===== src/rtl/cic_pkg.sv =====
// Shared constants, rate-select encoding and rate helpers for the CIC decimator.
package cic_pkg;

    localparam int CIC_N         = 5;
    localparam int CIC_IN_W      = 4;
    localparam int CIC_RMAX_LOG2 = 7;
    localparam int CIC_ACC_W     = CIC_IN_W + CIC_N * CIC_RMAX_LOG2;
    localparam int CIC_OUT_W     = 35;

    typedef enum logic [1:0] {
        R16  = 2'd0,
        R32  = 2'd1,
        R64  = 2'd2,
        R128 = 2'd3
    } rate_e;

    // k = rate_sel + 4, so prefixing a 1 gives k directly.
    function automatic logic [2:0] rate_log2(input logic [1:0] rate_sel);
        return {1'b1, rate_sel};
    endfunction

    function automatic logic [5:0] norm_shift(input logic [1:0] rate_sel);
        return 6'(CIC_N * (CIC_RMAX_LOG2 - int'(rate_log2(rate_sel))));
    endfunction

endpackage


===== src/rtl/cic_comb_stage.sv =====
// One CIC comb section: registered differential delay (M=1) with enable/clear and the subtraction.
module cic_comb_stage
    import cic_pkg::*;
#(
    parameter int ACC_W = CIC_ACC_W
) (
    input  logic             clk,
    input  logic             rstn,
    input  logic             en,
    input  logic             clr,
    input  logic [ACC_W-1:0] din,
    output logic [ACC_W-1:0] dout
);

    logic [ACC_W-1:0] dly_q;
    logic [ACC_W-1:0] dly_d;

    always_comb begin
        dly_d = dly_q;
        if (clr) begin
            dly_d = '0;
        end else if (en) begin
            dly_d = din;
        end
    end

    always_ff @(posedge clk or negedge rstn) begin
        if (!rstn) begin
            dly_q <= '0;
        end else begin
            dly_q <= dly_d;
        end
    end

    assign dout = din - dly_q;

endmodule


===== src/rtl/cic_decimator.sv =====
// N-th order CIC decimator, R = 2^(rate_sel+4), 35-bit output with one-cycle valid strobe.
// Define CIC_GAIN_NORM_EN to equalise the DC gain to 2^(N*RMAX_LOG2) at every rate.
module cic_decimator
    import cic_pkg::*;
#(
    parameter int N_ORDER   = CIC_N,
    parameter int IN_W      = CIC_IN_W,
    parameter int RMAX_LOG2 = CIC_RMAX_LOG2,
    parameter int OUT_W     = CIC_OUT_W
) (
    input  logic             clk,
    input  logic             rstn,
    input  logic             clk_vld_in,
    input  logic [IN_W-1:0]  dat_in,
    input  logic [1:0]       rate_sel,
    output logic             clk_vld_out,
    output logic [OUT_W-1:0] dat_out
);

    localparam int ACC_W = IN_W + N_ORDER * RMAX_LOG2;
    localparam int SET_W = $clog2(N_ORDER + 1);

    logic [ACC_W-1:0]     integ_q [N_ORDER];
    logic [ACC_W-1:0]     integ_d [N_ORDER];
    logic [ACC_W-1:0]     comb_c  [N_ORDER+1];
    logic [RMAX_LOG2-1:0] cnt_q, cnt_d, term_cnt;
    logic [SET_W-1:0]     settle_q, settle_d;
    rate_e                rate_q, rate_d;
    logic                 dec_stb_q, dec_stb_d;
    logic                 vld_out_q, vld_out_d;
    logic [OUT_W-1:0]     dat_out_q, dat_out_d;
    logic [ACC_W-1:0]     scaled;
    logic                 flush;
    logic                 comb_en;

    // A rate mismatch restarts the whole filter; the incoming sample and any pending result are lost.
    assign flush    = (rate_sel != rate_q);
    assign comb_en  = dec_stb_q & ~flush;
    assign term_cnt = RMAX_LOG2'((1 << rate_log2(rate_q)) - 1);

    always_comb begin
        for (int i = 0; i < N_ORDER; i++) begin
            integ_d[i] = integ_q[i];
        end
        if (flush) begin
            for (int i = 0; i < N_ORDER; i++) begin
                integ_d[i] = '0;
            end
        end else if (clk_vld_in) begin
            integ_d[0] = integ_q[0] + {{(ACC_W-IN_W){dat_in[IN_W-1]}}, dat_in};
            for (int i = 1; i < N_ORDER; i++) begin
                integ_d[i] = integ_q[i] + integ_q[i-1];
            end
        end
    end

    assign comb_c[0] = integ_q[N_ORDER-1];

    for (genvar g = 0; g < N_ORDER; g++) begin : g_comb
        cic_comb_stage #(
            .ACC_W (ACC_W)
        ) u_stage (
            .clk  (clk),
            .rstn (rstn),
            .en   (comb_en),
            .clr  (flush),
            .din  (comb_c[g]),
            .dout (comb_c[g+1])
        );
    end

`ifdef CIC_GAIN_NORM_EN
    assign scaled = comb_c[N_ORDER] << norm_shift(rate_q);
`else
    assign scaled = comb_c[N_ORDER];
`endif

    always_comb begin
        rate_d    = rate_q;
        cnt_d     = cnt_q;
        dec_stb_d = 1'b0;
        settle_d  = settle_q;
        vld_out_d = 1'b0;
        dat_out_d = dat_out_q;
        if (flush) begin
            rate_d   = rate_e'(rate_sel);
            cnt_d    = '0;
            settle_d = '0;
        end else begin
            if (clk_vld_in) begin
                if (cnt_q == term_cnt) begin
                    cnt_d     = '0;
                    dec_stb_d = 1'b1;
                end else begin
                    cnt_d = cnt_q + RMAX_LOG2'(1);
                end
            end
            // The first N_ORDER comb results only prime the delays.
            if (dec_stb_q) begin
                if (settle_q < SET_W'(N_ORDER)) begin
                    settle_d = settle_q + SET_W'(1);
                end else begin
                    vld_out_d = 1'b1;
                    dat_out_d = OUT_W'($signed(scaled) >>> (ACC_W - OUT_W));
                end
            end
        end
    end

    always_ff @(posedge clk or negedge rstn) begin
        if (!rstn) begin
            for (int i = 0; i < N_ORDER; i++) begin
                integ_q[i] <= '0;
            end
            cnt_q     <= '0;
            settle_q  <= '0;
            rate_q    <= R16;
            dec_stb_q <= 1'b0;
            vld_out_q <= 1'b0;
            dat_out_q <= '0;
        end else begin
            for (int i = 0; i < N_ORDER; i++) begin
                integ_q[i] <= integ_d[i];
            end
            cnt_q     <= cnt_d;
            settle_q  <= settle_d;
            rate_q    <= rate_d;
            dec_stb_q <= dec_stb_d;
            vld_out_q <= vld_out_d;
            dat_out_q <= dat_out_d;
        end
    end

    assign clk_vld_out = vld_out_q;
    assign dat_out     = dat_out_q;

endmodule


===== config.mk =====
export PLATFORM = sky130hd
export DESIGN_NAME = cic_decimator
export DESIGN_NICKNAME = d
export VERILOG_FILES = /design/src/rtl/cic_pkg.sv /design/src/rtl/cic_comb_stage.sv /design/src/rtl/cic_decimator.sv
export SDC_FILE = /design/constraint.sdc
export NUM_CORES = 1
export LEC_CHECK = 0
export ABC_CLOCK_PERIOD_IN_PS = 11100
export BUFFER_PORTS_ARGS = -buffer_cell sky130_fd_sc_hd__buf_4
export CORE_UTILIZATION = 60
export DETAILED_ROUTE_END_ITERATION = 8
export PLACE_DENSITY = 0.83
export SLEW_MARGIN = 20
export SYNTH_ARGS = -nofsm -noshare
export SYNTH_HDL_FRONTEND = slang
export SYNTH_SLANG_ARGS = --single-unit

===== constraint.sdc =====
create_clock -name clk -period 11.1 [get_ports clk]
set_input_delay 1.11 -clock clk [delete_from_list [all_inputs] [get_ports clk]]
set_output_delay 1.11 -clock clk [all_outputs]
set_load 0.01 [all_outputs]

==> flow_summary.ini, run 1 <==
[floorplan]
die_width_um = 243
die_height_um = 243
coreArea_um2 = 57700
start_util_pct = 60.6
row_count = 88
die_area_um2 = 59300
pin_count = 45

[synthesis]
ys_types = 81
synthesis.area_um2 = 35000
yosysSeqAreaShare_pct = 31.4
ys_warn_count = 0
synthFlopType = dfrtp_1
synth_fp_nets = 4441
post_synth.cell_area_avg_um2 = 8.65
synth_edf_count = 0
synthArstFlopShare_pct = 100
synth_seq_cells = 439
syn_inst = 4042

[worst_setup_path]
max_stage_delay_ns = 0.60
critPathArrivalTime_ns = 10.60
slowest_stage = or4_1
crit_top_cell = a21oi_1
worstSetupEndpointType = register
r2r_slack_ns = 0.96
cp-start-kind = register
path_class = register to register
worstPathMaxFanout = 5
required_ns = 11.56

[clocking]
cts_buffer_depth = 3
clkTransAtPathRegs_ns = 0.06
cts_tree = yes
clk-insertion-delay-late_ns = 0.60
cts_setup_buffers = 0
cts_root_buffer = clkbuf_16
cts-buffers-inserted = 50
htree_levels = 2
cts.sinks = 439

[power_and_ir_drop]
power_leakage_nw = 17.8
total_power_mw = 9.51
ir_drop_uv = 347
p_per_area_nw_per_um2 = 252

[outcome]
status = completed

[job]
drv_cap = 0

[global_routing]
grt_pass1_wl_um = 121000
grt_overflow = 0
grt_pass1_vias = 27000
grt_usage_pct = 23.5
grt_max_degree = 174
antenna_found_initial = 0

[routing]
firstDrtPassIters = 7
viasPerCell = 5.73
drc = 0
drt-initial-drc-count = 1236
routed_wirelength_um = 69200
wl_per_cell_um = 14.3
ant_nets = 0
vias = 27700

[cells_and_area]
areaGrowthSynthToFinish_pct = 8.06
num_antenna_cells = 0
seq_area_um2 = 11000
layout_commonest_cell = nor2_1
finalCoreUtilization_pct = 65.5
nFillCells = 4614
fin_nets = 4439
fin_area_um2 = 37800
stdcell_count = 4844
drive_above_1_share_pct = 4.58
mostFrequentLayoutCells = 525 x nor2_1, 438 x dfrtp_1, 381 x ha_1
multi_input_area_um2 = 22600

[placement]
dp_hpwl_um = 49100
pre_cts_ws_ns = 0.681
port_buffers = 44
gp_congestion = 0.905
place_area_um2 = 36000
dp_cells = 4753

[sta]
period_share_pct = 91.4
hold_viol = 0
worstMarginPinSlew_ns = 1.08
slew_violations = 0
setup_viol = 0
fin_tns_setup_ns = 0
timing.max_slew.rel_slack_pct = 28.2
finalWorstSetupSlack_ns = 0.956
hold-worst-slack_ns = 0.477
finClkSkew_ns = 0.0188
min_period_ns = 10.14
fmax_mhz = 98.6
rsz0062_at_grt = false

[worst_hold_path]
min_path_type = register to register
==> critical path: cells and delay by family (launching register included) <==
family          cells  cell delay (ns)
compound gates     25             4.52
fa+ha+maj           6             2.01
simple gates       11             1.95
xor+xnor            6             1.04
flops               1             0.39
buf+inv             1             0.06
==> cells by family after synthesis <==
logic type / count (synthesis) / share of synthesized area (%)
DFF: 439 / 31.4
and+or+nand+nor: 1115 / 14.0
muxes: 262 / 7.50
adders and majority gates: 390 / 14.1
buffers and inverters: 399 / 4.28
AOI/OAI and AO/OA: 1086 / 19.8
xor gates and xnor gates: 351 / 8.87
==> report_power, final <==
group / switching, mW / internal (mW) / leakage, nW / total, mW
Sequential: 0.0178 / 1.62 / 6.11 / 1.64
Clock: 0.656 / 1.08 / 0.857 / 1.73
Combinational: 3.44 / 2.70 / 10.9 / 6.14
Total: 4.11 / 5.39 / 17.8 / 9.51
==> layout make-up <==
class	count	share of cell area (%)
multi-input combinational	3204	59.7
sequential	439	29.1
clock buffer	74	3.90
inverter	286	2.84
tap	765	2.53
timing repair buffer	59	1.27
clock inverter	17	0.705
==> per-layer routing <==
layer / vias up / part of all wire, % / GRT usage (%)
met3: 135 / 2.7 / 2.24
met4: 0 / 2.7 / 7.94
met2: 438 / 49 / 42.7
met5: - / 0 / 0
li1: 14200 / - / -
met1: 13000 / 46 / 28.9
==> path summary, 6_finish.rpt <==
| kind | from | to | depth (start not counted) |
|---|---|---|---|
| worst max-delay path | comb_c[195] | dat_out[34] | 49 |
| worst min-delay path | dat_out[0] | dat_out[0] | 2 |
| worst max register to register | comb_c[195] | dat_out[34] | 49 |
| worst min register to register | dat_out[0] | dat_out[0] | 2 |
| max in group asynchronous | rstn | integ_q[110] | 3 |
| min in group asynchronous | rstn | g_comb[4].u_stage.dly_q[4] | 1 |
==> state kept, by name (all words and copies together), names as in the netlist <==
| name | cells |
|---|---|
| rate_q | 2 |
| dat_out | 35 |
| clk_vld_out | 1 |
| settle_q | 3 |
| integ_q | 156 |
| comb_c | 39 |
| g_comb.u_stage.dly_q | 195 |
| dec_stb_q | 1 |
| cnt_q | 7 |
==> cell usage after synthesis (all sizes together) (10+ instances only) <==
library cell  instances  share of area, %
a211oi               48               1.1
a21o                186               4.0
a21oi               356               5.1
a31oi                22              0.45
and2                 15              0.27
and3                 32              0.57
buf                  21              0.23
clkbuf               92              0.99
dfrtp               439                31
ha                  381                14
inv                 286               3.1
mux2i               261               7.5
nand2               268               2.9
nand2b               45              0.80
nand3                64              0.92
nand4                28              0.50
nor2                526               5.6
nor2b                45              0.80
nor3                 45              0.64
o211ai               10              0.21
o21a                 40              0.86
o21ai               241               3.5
o21bai               62               1.3
o31ai                13              0.28
or3                  10              0.18
xnor2               226               5.7
xor2                124               3.1
==> timing repair <==
item / CTS / global route
hold buffers: 0 / 0
endpoints found under the setup margin: 0 / 4
hold endpoints to repair: 0 / 0
resized for setup: 0 / 7
Power figures use the tool's default switching activity.
==> run 2: changes to the inputs <==
Settings changed: SLEW_MARGIN 20 to not set, SYNTH_HIERARCHICAL set to 1.
==> run 2 against run 1 <==
Compared with the run above: final cell count grew 15%; utilization is 0.92 points lower; total power rose by 30%; combinational power increased by 46%; sequential share of layout area shrank 2.7 points; setup slack got worse by 0.074 ns; sequential power about the same; area after synthesis up 12%; global-route usage increased by 4.7 points; synthesized cell count is 17% higher; largest cell class unchanged; largest power group unchanged.
==> flow_summary.ini, run 2 <==
[outcome]
status = completed

[clocking]
cts_setup_buffers = 0
cts_root_buffer = clkbuf_16
hold_buffers = 0
cts_tree = yes
clkTransAtPathRegs_ns = 0.06
cts.repair.resized = 0
cts-buffers-inserted = 52
clk-insertion-delay-late_ns = 0.63
htree_levels = 2
cts.sinks = 439
cts_buffer_depth = 3

[worst_setup_path]
max_stage_delay_ns = 0.49
cp-start-kind = register
critPathArrivalTime_ns = 10.78
worstSetupEndpointType = register
slowest_stage = a21boi_1
worstPathMaxFanout = 9
crit_top_cell = ha_1
r2r_end = dat_out[32]
r2r_slack_ns = 0.88
path_class = register to register
required_ns = 11.66
ff2ff_path_depth = 43
r2r_start = comb_c[195]

[placement]
dp_hpwl_um = 69600
port_buffers = 44
gp_congestion = 0.987

[sta]
period_share_pct = 92.1
setup_viol = 0
hold_viol = 0
slew_violations = 0
fin_tns_setup_ns = 0
rsz0062_at_grt = false
hold-worst-slack_ns = 0.470
fmax_mhz = 97.9
worstMarginPinSlew_ns = 0.998
min_period_ns = 10.22
timing.max_slew.rel_slack_pct = 33.2
finClkSkew_ns = 0.0210

[global_routing]
grt_pass1_vias = 33700
grt_pass1_wl_um = 158000
antenna_found_initial = 1
grt_overflow = 0
grt_usage_pct = 28.2
grt_max_degree = 166

[floorplan]
die_area_um2 = 66200
start_util_pct = 60.7
row_count = 93
coreArea_um2 = 64500
die_height_um = 257
pin_count = 45
die_width_um = 257

[cells_and_area]
drive_above_1_share_pct = 5.06
largest_register = g_comb.u_stage/dly_q
layout_commonest_cell = nor2_1
fin_nets = 5064
mostFrequentLayoutCells = 526 x nor2_1, 439 x dfrtp_1, 433 x nand2_1
largest_reg_flops = 195
nFillCells = 5457
areaGrowthSynthToFinish_pct = 6.43

[routing]
wl_per_cell_um = 16.8
drt-initial-drc-count = 1987
viasPerCell = 5.98
firstDrtPassIters = 6
vias = 33300
drc = 0
routed_wirelength_um = 93600
ant_nets = 0

[worst_hold_path]
hold_end = dat_out[16]
whs_path_depth = 2
min_path_type = register to register
hp-start = dat_out[16]

[job]
drv_cap = 0

[synthesis]
ys_warn_count = 6
post_synth.cell_area_avg_um2 = 8.25
synthesis.area_um2 = 39100
synth_fp_nets = 5141
syn_inst = 4740

[power_and_ir_drop]
total_power_mw = 12.3
ir_drop_uv = 319
p_per_area_nw_per_um2 = 297
power_leakage_nw = 19.3
[run 2: through the flow]
stage                     utilization [%]  instance area (µm²)  worst slack (ns)  cells
after CTS                            64.6                41600              1.03   5560
after global placement               61.9                39900              1.13   5464
after detailed placement             61.9                39900              1.13   5464
after floorplan                         -                39100              2.72   4740
final                                64.6                41600             0.882   5561
after global routing                 64.6                41600             0.356   5561
[run 2: power breakdown]
| part | internal [mW] | total [mW] | switching, mW |
|---|---|---|---|
| clock | 1.01 | 1.73 | 0.720 |
| combinational | 3.48 | 8.98 | 5.50 |
| sequential | 1.62 | 1.64 | 0.0182 |
| total | 6.11 | 12.3 | 6.24 |
[run 2: worst max-delay path by stage]
stage                           start           to  slack, ns  depth (start not counted)
after floorplan           comb_c[195]  dat_out[32]       2.72                         46
after global placement    comb_c[195]  dat_out[32]       1.13                         43
after detailed placement  comb_c[195]  dat_out[32]       1.13                         43
after CTS                 comb_c[195]  dat_out[32]       1.03                         43
after global routing      comb_c[195]  dat_out[33]       0.36                         44
final                     comb_c[195]  dat_out[32]       0.88                         43
[run 2: layout make-up]
cell class	count	area (µm²)	share of cell area, %
multi-input cells	3752	26000	62.5
flip-flops and latches	439	11000	26.4
clock buffers	71	1450	3.49
inverters	357	1350	3.24
well taps	855	1070	2.57
repair buffers	61	494	1.19
clock inverters	25	268	0.643
diodes	1	2.50	0.00601
[run 2: critical path, delay by kind of cell (launching register included)]
kind	cells	cell delay, ns
flip-flops	1	0.41
AND/OR/NAND/NOR	10	1.73
AO/OA/AOI/OAI	20	4.82
buffers and inverters	3	0.27
XOR/XNOR	4	0.75
adder cells (fa/ha/maj)	6	2.13
[run 2: routing by layer]
metal | up-vias | part of all wire [%] | GRT usage, %
met5 | - | 0 | 0
met2 | 647 | 52 | 54.2
li1 | 16700 | - | -
met3 | 273 | 2.6 | 2.43
met4 | 0 | 4.8 | 14.1
met1 | 15700 | 40 | 30.6
